`src/rtl/dcache_direct_mapped_pkg.sv`:
```
// Shared encodings and widths for the direct-mapped write-back data cache.
package dcache_direct_mapped_pkg;

   localparam int WORD_W     = 32;
   localparam int BLOCK_W    = 128;
   localparam int ADDR_W     = 30;
   localparam int MEM_ADDR_W = 28;
   localparam int WORDS      = BLOCK_W / WORD_W;

   typedef enum logic [1:0] {
      ST_IDLE      = 2'd0,
      ST_WRITEBACK = 2'd1,
      ST_ALLOCATE  = 2'd2
   } state_t;

endpackage

```
`src/rtl/dcache_direct_mapped_line_array.sv`:
```
// Line storage for the direct-mapped cache: valid/dirty/tag/data per index,
// one indexed read port, a full-line refill port and a single-word write port.
module cache_line_array
   import dcache_direct_mapped_pkg::*;
#(
   parameter int IDX_W = 3,
   parameter int TAG_W = MEM_ADDR_W - IDX_W
) (
   input  logic               clk,
   input  logic               rst_n,
   input  logic [IDX_W-1:0]   i_rd_idx,
   input  logic [1:0]         i_rd_off,
   output logic               o_valid,
   output logic               o_dirty,
   output logic [TAG_W-1:0]   o_tag,
   output logic [BLOCK_W-1:0] o_line,
   output logic [WORD_W-1:0]  o_word,
   input  logic               i_line_we,
   input  logic [IDX_W-1:0]   i_line_idx,
   input  logic [TAG_W-1:0]   i_line_tag,
   input  logic [BLOCK_W-1:0] i_line_data,
   input  logic               i_word_we,
   input  logic [IDX_W-1:0]   i_word_idx,
   input  logic [1:0]         i_word_off,
   input  logic [WORD_W-1:0]  i_word_data
);

   localparam int LINES = 2 ** IDX_W;

   logic [BLOCK_W-1:0] r_data [LINES];
   logic [TAG_W-1:0]   r_tag  [LINES];
   logic [LINES-1:0]   r_valid;
   logic [LINES-1:0]   r_dirty;

   always_ff @(posedge clk or negedge rst_n) begin
      if (!rst_n) begin
         r_valid <= '0;
         r_dirty <= '0;
         for (int i = 0; i < LINES; i++) begin
            r_data[i] <= '0;
            r_tag[i]  <= '0;
         end
      end else if (i_line_we) begin
         // A refill always lands clean; any pending store merges on the following hit.
         r_data[i_line_idx]  <= i_line_data;
         r_tag[i_line_idx]   <= i_line_tag;
         r_valid[i_line_idx] <= 1'b1;
         r_dirty[i_line_idx] <= 1'b0;
      end else if (i_word_we) begin
         r_data[i_word_idx][{i_word_off, 5'b00000} +: WORD_W] <= i_word_data;
         r_dirty[i_word_idx] <= 1'b1;
      end
   end

   assign o_valid = r_valid[i_rd_idx];
   assign o_dirty = r_dirty[i_rd_idx];
   assign o_tag   = r_tag[i_rd_idx];
   assign o_line  = r_data[i_rd_idx];
   assign o_word  = r_data[i_rd_idx][{i_rd_off, 5'b00000} +: WORD_W];

endmodule

```
`src/rtl/dcache_direct_mapped.sv`:
```
// Direct-mapped write-back, write-allocate cache between the pipeline and a 128-bit block memory.
// Define DCACHE_STATS_EN to build the saturating hit/miss counters; otherwise they read as zero.
module dcache_direct_mapped
   import dcache_direct_mapped_pkg::*;
#(
   parameter int IDX_W = 3
) (
   input  logic                  clk,
   input  logic                  rst_n,
   input  logic                  proc_read,
   input  logic                  proc_write,
   input  logic [ADDR_W-1:0]     proc_addr,
   input  logic [WORD_W-1:0]     proc_wdata,
   output logic                  proc_stall,
   output logic [WORD_W-1:0]     proc_rdata,
   output logic                  mem_read,
   output logic                  mem_write,
   output logic [MEM_ADDR_W-1:0] mem_addr,
   output logic [BLOCK_W-1:0]    mem_wdata,
   input  logic                  mem_ready,
   input  logic [BLOCK_W-1:0]    mem_rdata,
   output logic [31:0]           hit_cnt,
   output logic [31:0]           miss_cnt
);

   localparam int TAG_W = MEM_ADDR_W - IDX_W;

   state_t             r_state;
   logic [TAG_W-1:0]   w_tag;
   logic [IDX_W-1:0]   w_idx;
   logic [1:0]         w_off;
   logic               w_req;
   logic               w_valid;
   logic               w_dirty;
   logic [TAG_W-1:0]   w_stored_tag;
   logic [BLOCK_W-1:0] w_line;
   logic [WORD_W-1:0]  w_word;
   logic               w_hit;
   logic               w_idle_hit;
   logic               w_miss_start;
   logic               w_line_we;
   logic               w_word_we;

   assign w_off = proc_addr[1:0];
   assign w_idx = proc_addr[IDX_W+1:2];
   assign w_tag = proc_addr[ADDR_W-1:IDX_W+2];
   assign w_req = proc_read | proc_write;

   cache_line_array #(
      .IDX_W (IDX_W),
      .TAG_W (TAG_W)
   ) u_lines (
      .clk         (clk),
      .rst_n       (rst_n),
      .i_rd_idx    (w_idx),
      .i_rd_off    (w_off),
      .o_valid     (w_valid),
      .o_dirty     (w_dirty),
      .o_tag       (w_stored_tag),
      .o_line      (w_line),
      .o_word      (w_word),
      .i_line_we   (w_line_we),
      .i_line_idx  (w_idx),
      .i_line_tag  (w_tag),
      .i_line_data (mem_rdata),
      .i_word_we   (w_word_we),
      .i_word_idx  (w_idx),
      .i_word_off  (w_off),
      .i_word_data (proc_wdata)
   );

   assign w_hit        = w_valid && (w_stored_tag == w_tag);
   assign w_idle_hit   = (r_state == ST_IDLE) && w_hit;
   assign w_miss_start = (r_state == ST_IDLE) && w_req && !w_hit;
   assign w_line_we    = (r_state == ST_ALLOCATE) && mem_ready;
   // Read+write together resolves as a write, so the store path ignores proc_read.
   assign w_word_we    = w_idle_hit && proc_write;

   assign proc_stall = w_req && !w_idle_hit;
   assign proc_rdata = w_idle_hit ? w_word : '0;

   always_ff @(posedge clk or negedge rst_n) begin
      if (!rst_n) begin
         r_state   <= ST_IDLE;
         mem_read  <= 1'b0;
         mem_write <= 1'b0;
         mem_addr  <= '0;
         mem_wdata <= '0;
      end else begin
         case (r_state)
            ST_IDLE: begin
               if (w_miss_start) begin
                  if (w_dirty) begin
                     r_state   <= ST_WRITEBACK;
                     mem_write <= 1'b1;
                     mem_addr  <= {w_stored_tag, w_idx};
                     mem_wdata <= w_line;
                  end else begin
                     r_state  <= ST_ALLOCATE;
                     mem_read <= 1'b1;
                     mem_addr <= {w_tag, w_idx};
                  end
               end
            end
            ST_WRITEBACK: begin
               if (mem_ready) begin
                  r_state   <= ST_ALLOCATE;
                  mem_write <= 1'b0;
                  mem_read  <= 1'b1;
                  mem_addr  <= {w_tag, w_idx};
               end
            end
            ST_ALLOCATE: begin
               if (mem_ready) begin
                  r_state  <= ST_IDLE;
                  mem_read <= 1'b0;
               end
            end
            default: begin
               r_state   <= ST_IDLE;
               mem_read  <= 1'b0;
               mem_write <= 1'b0;
            end
         endcase
      end
   end

`ifdef DCACHE_STATS_EN
   logic [31:0] r_hit_cnt;
   logic [31:0] r_miss_cnt;

   function automatic logic [31:0] sat_inc(input logic [31:0] v);
      return (v == 32'hFFFF_FFFF) ? v : v + 32'd1;
   endfunction

   always_ff @(posedge clk or negedge rst_n) begin
      if (!rst_n) begin
         r_hit_cnt  <= '0;
         r_miss_cnt <= '0;
      end else begin
         if (w_idle_hit && w_req)
            r_hit_cnt <= sat_inc(r_hit_cnt);
         if (w_miss_start)
            r_miss_cnt <= sat_inc(r_miss_cnt);
      end
   end

   assign hit_cnt  = r_hit_cnt;
   assign miss_cnt = r_miss_cnt;
`else
   assign hit_cnt  = '0;
   assign miss_cnt = '0;
`endif

endmodule

```
`config.mk`:
```
export PLATFORM = sky130hd
export DESIGN_NAME = dcache_direct_mapped
export DESIGN_NICKNAME = d
export VERILOG_FILES = /design/src/rtl/dcache_direct_mapped_pkg.sv /design/src/rtl/dcache_direct_mapped_line_array.sv /design/src/rtl/dcache_direct_mapped.sv
export SDC_FILE = /design/constraint.sdc
export NUM_CORES = 2
export LEC_CHECK = 0
export BUFFER_PORTS_ARGS = -buffer_cell sky130_fd_sc_hd__buf_2
export CORE_UTILIZATION = 41
export DETAILED_ROUTE_END_ITERATION = 10
export SKIP_CTS_REPAIR_TIMING = 1
export SLEW_MARGIN = 20
export SYNTH_ARGS = -nofsm -noshare
export SYNTH_HDL_FRONTEND = slang
export SYNTH_SLANG_ARGS = --single-unit
```
`constraint.sdc`:
```
create_clock -name clk -period 4.3 [get_ports clk]
set_clock_uncertainty 0.05 [all_clocks]
set_input_delay 0 -clock clk [delete_from_list [all_inputs] [get_ports clk]]
set_output_delay 0 -clock clk [all_outputs]
set_load 0.05 [all_outputs]
```
**Word level (Yosys, flattened, before mapping)**

Cells that the tools add are included.

- Muxes and demuxes: 43
- Order comparisons: 4
- Equal/unequal tests: 8
- Shift-type cells: 3
- $add $sub $neg: 1
- Reductions and logical operators: 19
- Multipliers: 0
- Bitwise logic cells: 7
- Divide/modulo/power cells: 0

Operators with widths:

| cell | number |
|---|---|
| $bwmux 1024 | 2 |
| $mux 1024 | 2 |
| $demux 128 s3 | 2 |
| $mux 128 | 4 |
| $bmux 128 s3 | 1 |
| $bwmux 200 | 1 |
| $shift 32x9->128 const A | 1 |
| $shiftx 128x8->32 | 1 |
| $shiftx 32x9->128 | 1 |
| $mux 28 | 3 |
| $bmux 25 s3 | 1 |
| $demux 25 s3 | 1 |
| $mux 25 | 3 |
| $pmux 28 s2 | 1 |
| $mux 32 | 1 |
| $eq 25x25->1 | 1 |
| $mux 8 | 2 |
| $or 8x8->8 | 2 |
| $logic_and 1x1->1 | 9 |
| $mux 1 | 9 |
| $neg 7->9 | 1 |
| $reduce_and 3->1 | 3 |
| $and 8x8->8 | 1 |
| $mux 2 | 4 |
| 20 further kinds | 28 |

- Memory bits (read-only): 0
- Memories kept: 0
- Input bits: 195
- Latch bits: 0
- RAM bits: 0
- Bits in registers: 1400
- Output and inout bits: 255

**Longest topological paths before layout**

- Word-level depth: 10
- Mapped depth: 16
- Mapped depth without buffers: 9

**Hierarchy**

From an unflattened synthesis, not the netlist that was laid out.

- Cells, all modules: 5890
- Area total of the unflattened synthesis: 77576.9 µm²

Modules (own cells, without submodules):

| module | cells each | instances | area each (µm²) |
|---|---|---|---|
| cache_line_array | 5369 | 1 | 69812.0 |
| dcache_direct_mapped | 521 | 1 | 7764.9 |

**Least setup slack after synthesis**

No wires, ideal clock.

- Kind: reg-to-output
- From: reg u_lines.r_tag[73] (netlist name)
- To: out proc_rdata[10]
- Data arrival time: 3.401 ns
- Stages on the path, launching flop included: 11
- Slack: 0.849 ns
- Path buffers: 3
- Data required time: 4.250 ns
- Path through: dfrtp_1 > and2_1 > mux4_2 > or4_1 > a21oi_1 > nand4_1 > or3_1 > buf_2 > clkbuf_1 > buf_1 > nor2_1

- Longest elaborated chain between the ends: 7

Ends and longest elaborated chain:

| element | line | text |
|---|---|---|
| from (decl) | dcache_direct_mapped_line_array.sv:31 | `logic [TAG_W-1:0] r_tag [LINES];` |
| from (signal, indexed assignment) | dcache_direct_mapped_line_array.sv:46 | `r_tag[i_line_idx] <= i_line_tag;` |
| $bmux 25 s3 | dcache_direct_mapped_line_array.sv:57 | `assign o_tag = r_tag[i_rd_idx];` |
| $mux 25 (not written as such) (2 in series) | dcache_direct_mapped_line_array.sv:57 |  |
| $eq 25x25->1 | dcache_direct_mapped.sv:72 | `assign w_hit = w_valid && (w_stored_tag == w_tag);` |
| $logic_and 1x1->1 | dcache_direct_mapped.sv:72 |  |
| $logic_and 1x1->1 | dcache_direct_mapped.sv:73 | `assign w_idle_hit = (r_state == ST_IDLE) && w_hit;` |
| $mux 32 | dcache_direct_mapped.sv:80 | `assign proc_rdata = w_idle_hit ? w_word : '0;` |
| to (decl) | dcache_direct_mapped.sv:15 | `output logic [WORD_W-1:0] proc_rdata,` |

No other way between the ends. The select of a mux whose other input is x is not followed.

**Worst setup path in the final report**

- From: reg u_lines.r_tag[19] (netlist name)
- To: out proc_rdata[3]

The elaborated chain is that of the path after synthesis.

==> qor.txt <==
outcome: finished, violations left
failing checks: negative hold slack
global-route usage over all layers: 35.74%
Port Buffer Count: 385
async set-reset flop share out of synthesis: 100.0%
Max rail drop VDD: 0.0004102 V
cell count after synthesis: 6839
Seq/Total Area, Yosys: 49.66%
Pins Over Slew Limit: 0
CP arrival: 4190 ps
start point of the worst hold path: proc_read
via/cell ratio: 6.751
Final Core Density: 49.48%
Worst R2R Path Depth: 13
Post-Route WL: 319400 um
first-pass GRT wire length: 453600 um
CP Cell Sequence: mux4_2, mux2i_2, xnor2_1, nor4_2, nand4_1, or2_4, or3_4, nor2_1, buf_12
chip width: 416.8 um
area added between synthesis and finish: 19.24%
die footprint: 173700 um2
grt ovf: 0
Initial DRC Count: 9330
pwr dens: 536.7 nW/um2
Post-Syn Area per Cell: 10.32 um2
vias in the first global route: 60.89k
Reg2Reg Setup Slack: 90 ps
Max-slew headroom: 14.80%
CTS tree: built
placer congestion estimate: 0.9440
# H-tree levels: 4
crit path max-delay cell type: or3_4
Nets: 7377
crit path time final: 4238 ps
HP Class: in -> reg
share of layout cells above drive strength 1: 17.83%
clock root buffer: clkbuf_16
vias post-DR: 64.79k
final cycle utilization of the critical path: 98.55%
hold slack: -17.88 ps
DRT Pass-1 Iters: 6
Worst Setup Start Kind: flip-flop
Die Y: 416.8 um
Finished Layout Cells: 9596
Crit Reg-Reg Endpoint: u_lines.r_data[949]
Pleak: 40.24 nW
Max-Cap Viols: 0
CP Class: reg -> out
Cell variety after synth: 73
Multi-input gate area: 32500 um2
Num CTS Buffers: 161
Fillers: 15.38k
Max Used Layer: met5
core region area: 170000 um2
crit end category: primary output
clock sinks: 1400
Highest Clock Rate: 236.0 MHz
Main synth FF type: dfrtp_1
Final setup viols: 0
Clock Path Buffers: 3
io pins: 450
Register Area: 35030 um2
DRC errors left: 0
Worst EP required: 4250 ps
met2 routed WL: 138600 um
worst-skew pair later-pin latency: 810 ps
total power draw: 0.04515 W
WL per Instance: 33.28 um
Slew @ Worst Pin: 1278 ps
DP HPWL: 201000 um
effective utilization at floorplan: 41.49%
Rows: 151
final hold violation count: 5
Netlist Area Pre-Place: 70550 um2
DRT met1 WL: 119100 um
Post-synth EDFFs: 0
Hold Path Stages: 6
ANT nets after route: 0
routed wl met3: 36140 um
Reg2Reg Launch Point: u_lines.r_tag[19]
CP peak stage delay: 500 ps
Ys Warns: 0
initial antenna violation count: 79
Worst Path Max Fanout: 10
Seq cells post-synth: 1400
Placed Instances: 9032
Hold Path End: mem_addr[11]
Worst-path clk slew: 60 ps
pin count of the biggest net entering global routing: 221
==> cell families after synthesis <==
kind of cell,after synthesis,share of synthesized area [%]
adder cells (fa/ha/maj),5,0.08867
buffers and inverters,888,5.551
other,1,0.005315
multiplexers,407,7.360
XOR/XNOR,14,0.1738
AND/OR/NAND/NOR,2096,14.51
AO/OA/AOI/OAI,2028,22.65
flip-flops,1400,49.66
==> power breakdown <==
group | switching [W] | total, W | internal, W
Clock | 0.00596 | 0.0145 | 0.00850
Combinational | 0.00613 | 0.0109 | 0.00480
Sequential | 0.00248 | 0.0198 | 0.0173
Total | 0.0146 | 0.0452 | 0.0306
==> per-layer routing <==
layer | vias to the layer above | global-route usage (%)
li1 | 26300 | -
met4 | 38 | 27.64
met5 | - | 0
met2 | 4752 | 51.34
met3 | 998 | 10.23
met1 | 32700 | 45.29
==> flip-flops by register name (all words and copies together) (netlist names), named ones only <==
signal / cells
u_lines.r_data: 1024
u_lines.r_tag: 200
mem_wdata: 128
mem_addr: 28
u_lines.r_valid: 8
r_state: 2
mem_read: 1
mem_write: 1
==> cell type report <==
| type | count | share of cell area (%) |
|---|---|---|
| multi-input combinational | 4614 | 38.63 |
| tap | 2218 | 3.299 |
| inverter | 34 | 0.1532 |
| sequential | 1400 | 41.64 |
| antenna | 74 | 0.2201 |
| timing repair buffer | 966 | 9.550 |
| clock buffer | 247 | 5.774 |
| clock inverter | 43 | 0.7317 |
==> worst max-delay path by stage <==
stage | from | to | cells after the start
CTS | u_lines.r_tag[19] | proc_rdata[14] | 10
floorplan | u_lines.r_tag[73] | proc_rdata[10] | 10
global route | u_lines.r_tag[19] | u_lines.r_data[119] | 13
global placement | proc_addr[4] | u_lines.r_data[558] | 12
detailed placement | proc_addr[4] | u_lines.r_data[558] | 12
finish | u_lines.r_tag[19] | proc_rdata[3] | 9
==> through the flow <==
step | cell area, um2 | hold WS, ps | TNS (ps) | worst slack [ps]
after floorplan | 70790 | -345.6 | 0 | 849.5
after global placement | 76350 | 68.09 | 0 | 125.0
after detailed placement | 76400 | 64.16 | 0 | 124.4
after CTS | 81880 | -781.7 | -13730 | -539.7
after global routing | 84030 | 5.889 | -87.63 | -72.49
final | 84130 | -17.88 | 0 | 62.47
==> synthesized netlist by cell type (155+ instances only) <==
master | number | area share (%)
o21ai_0 | 301 | 2.1
clkbuf_1 | 461 | 2.5
a21o_1 | 155 | 1.6
dfrtp_1 | 1400 | 50
nand2_1 | 932 | 5.0
buf_2 | 166 | 1.2
a22oi_1 | 252 | 2.7
a221o_1 | 602 | 8.5
mux2i_1 | 242 | 3.4
and3_1 | 601 | 5.3
a21oi_1 | 209 | 1.5
nor2_1 | 243 | 1.3
==> layout by cell type, fill, tap and decap left out, types with 123 or more instances in the layout <==
cell type	instances
dlygate4sd3_1	197
buf_4	305
a21o_1	155
mux2i_1	241
and2_1	138
a221o_1	602
nor2_1	223
and3_1	600
o21ai_0	301
a221oi_1	123
dfrtp_1	1400
nand2_1	924
a21oi_1	201
buf_2	362
clkbuf_16	165
a22oi_1	252
==> worst max-delay path: cells and delay by family (launching register included) <==
family / cells / cell delay (ps)
AND/OR/NAND/NOR: 5 / 1920
buffers and inverters: 1 / 210
XOR/XNOR: 1 / 160
multiplexers: 2 / 710
flip-flops: 1 / 380
(Power assumes the default switching activity.)
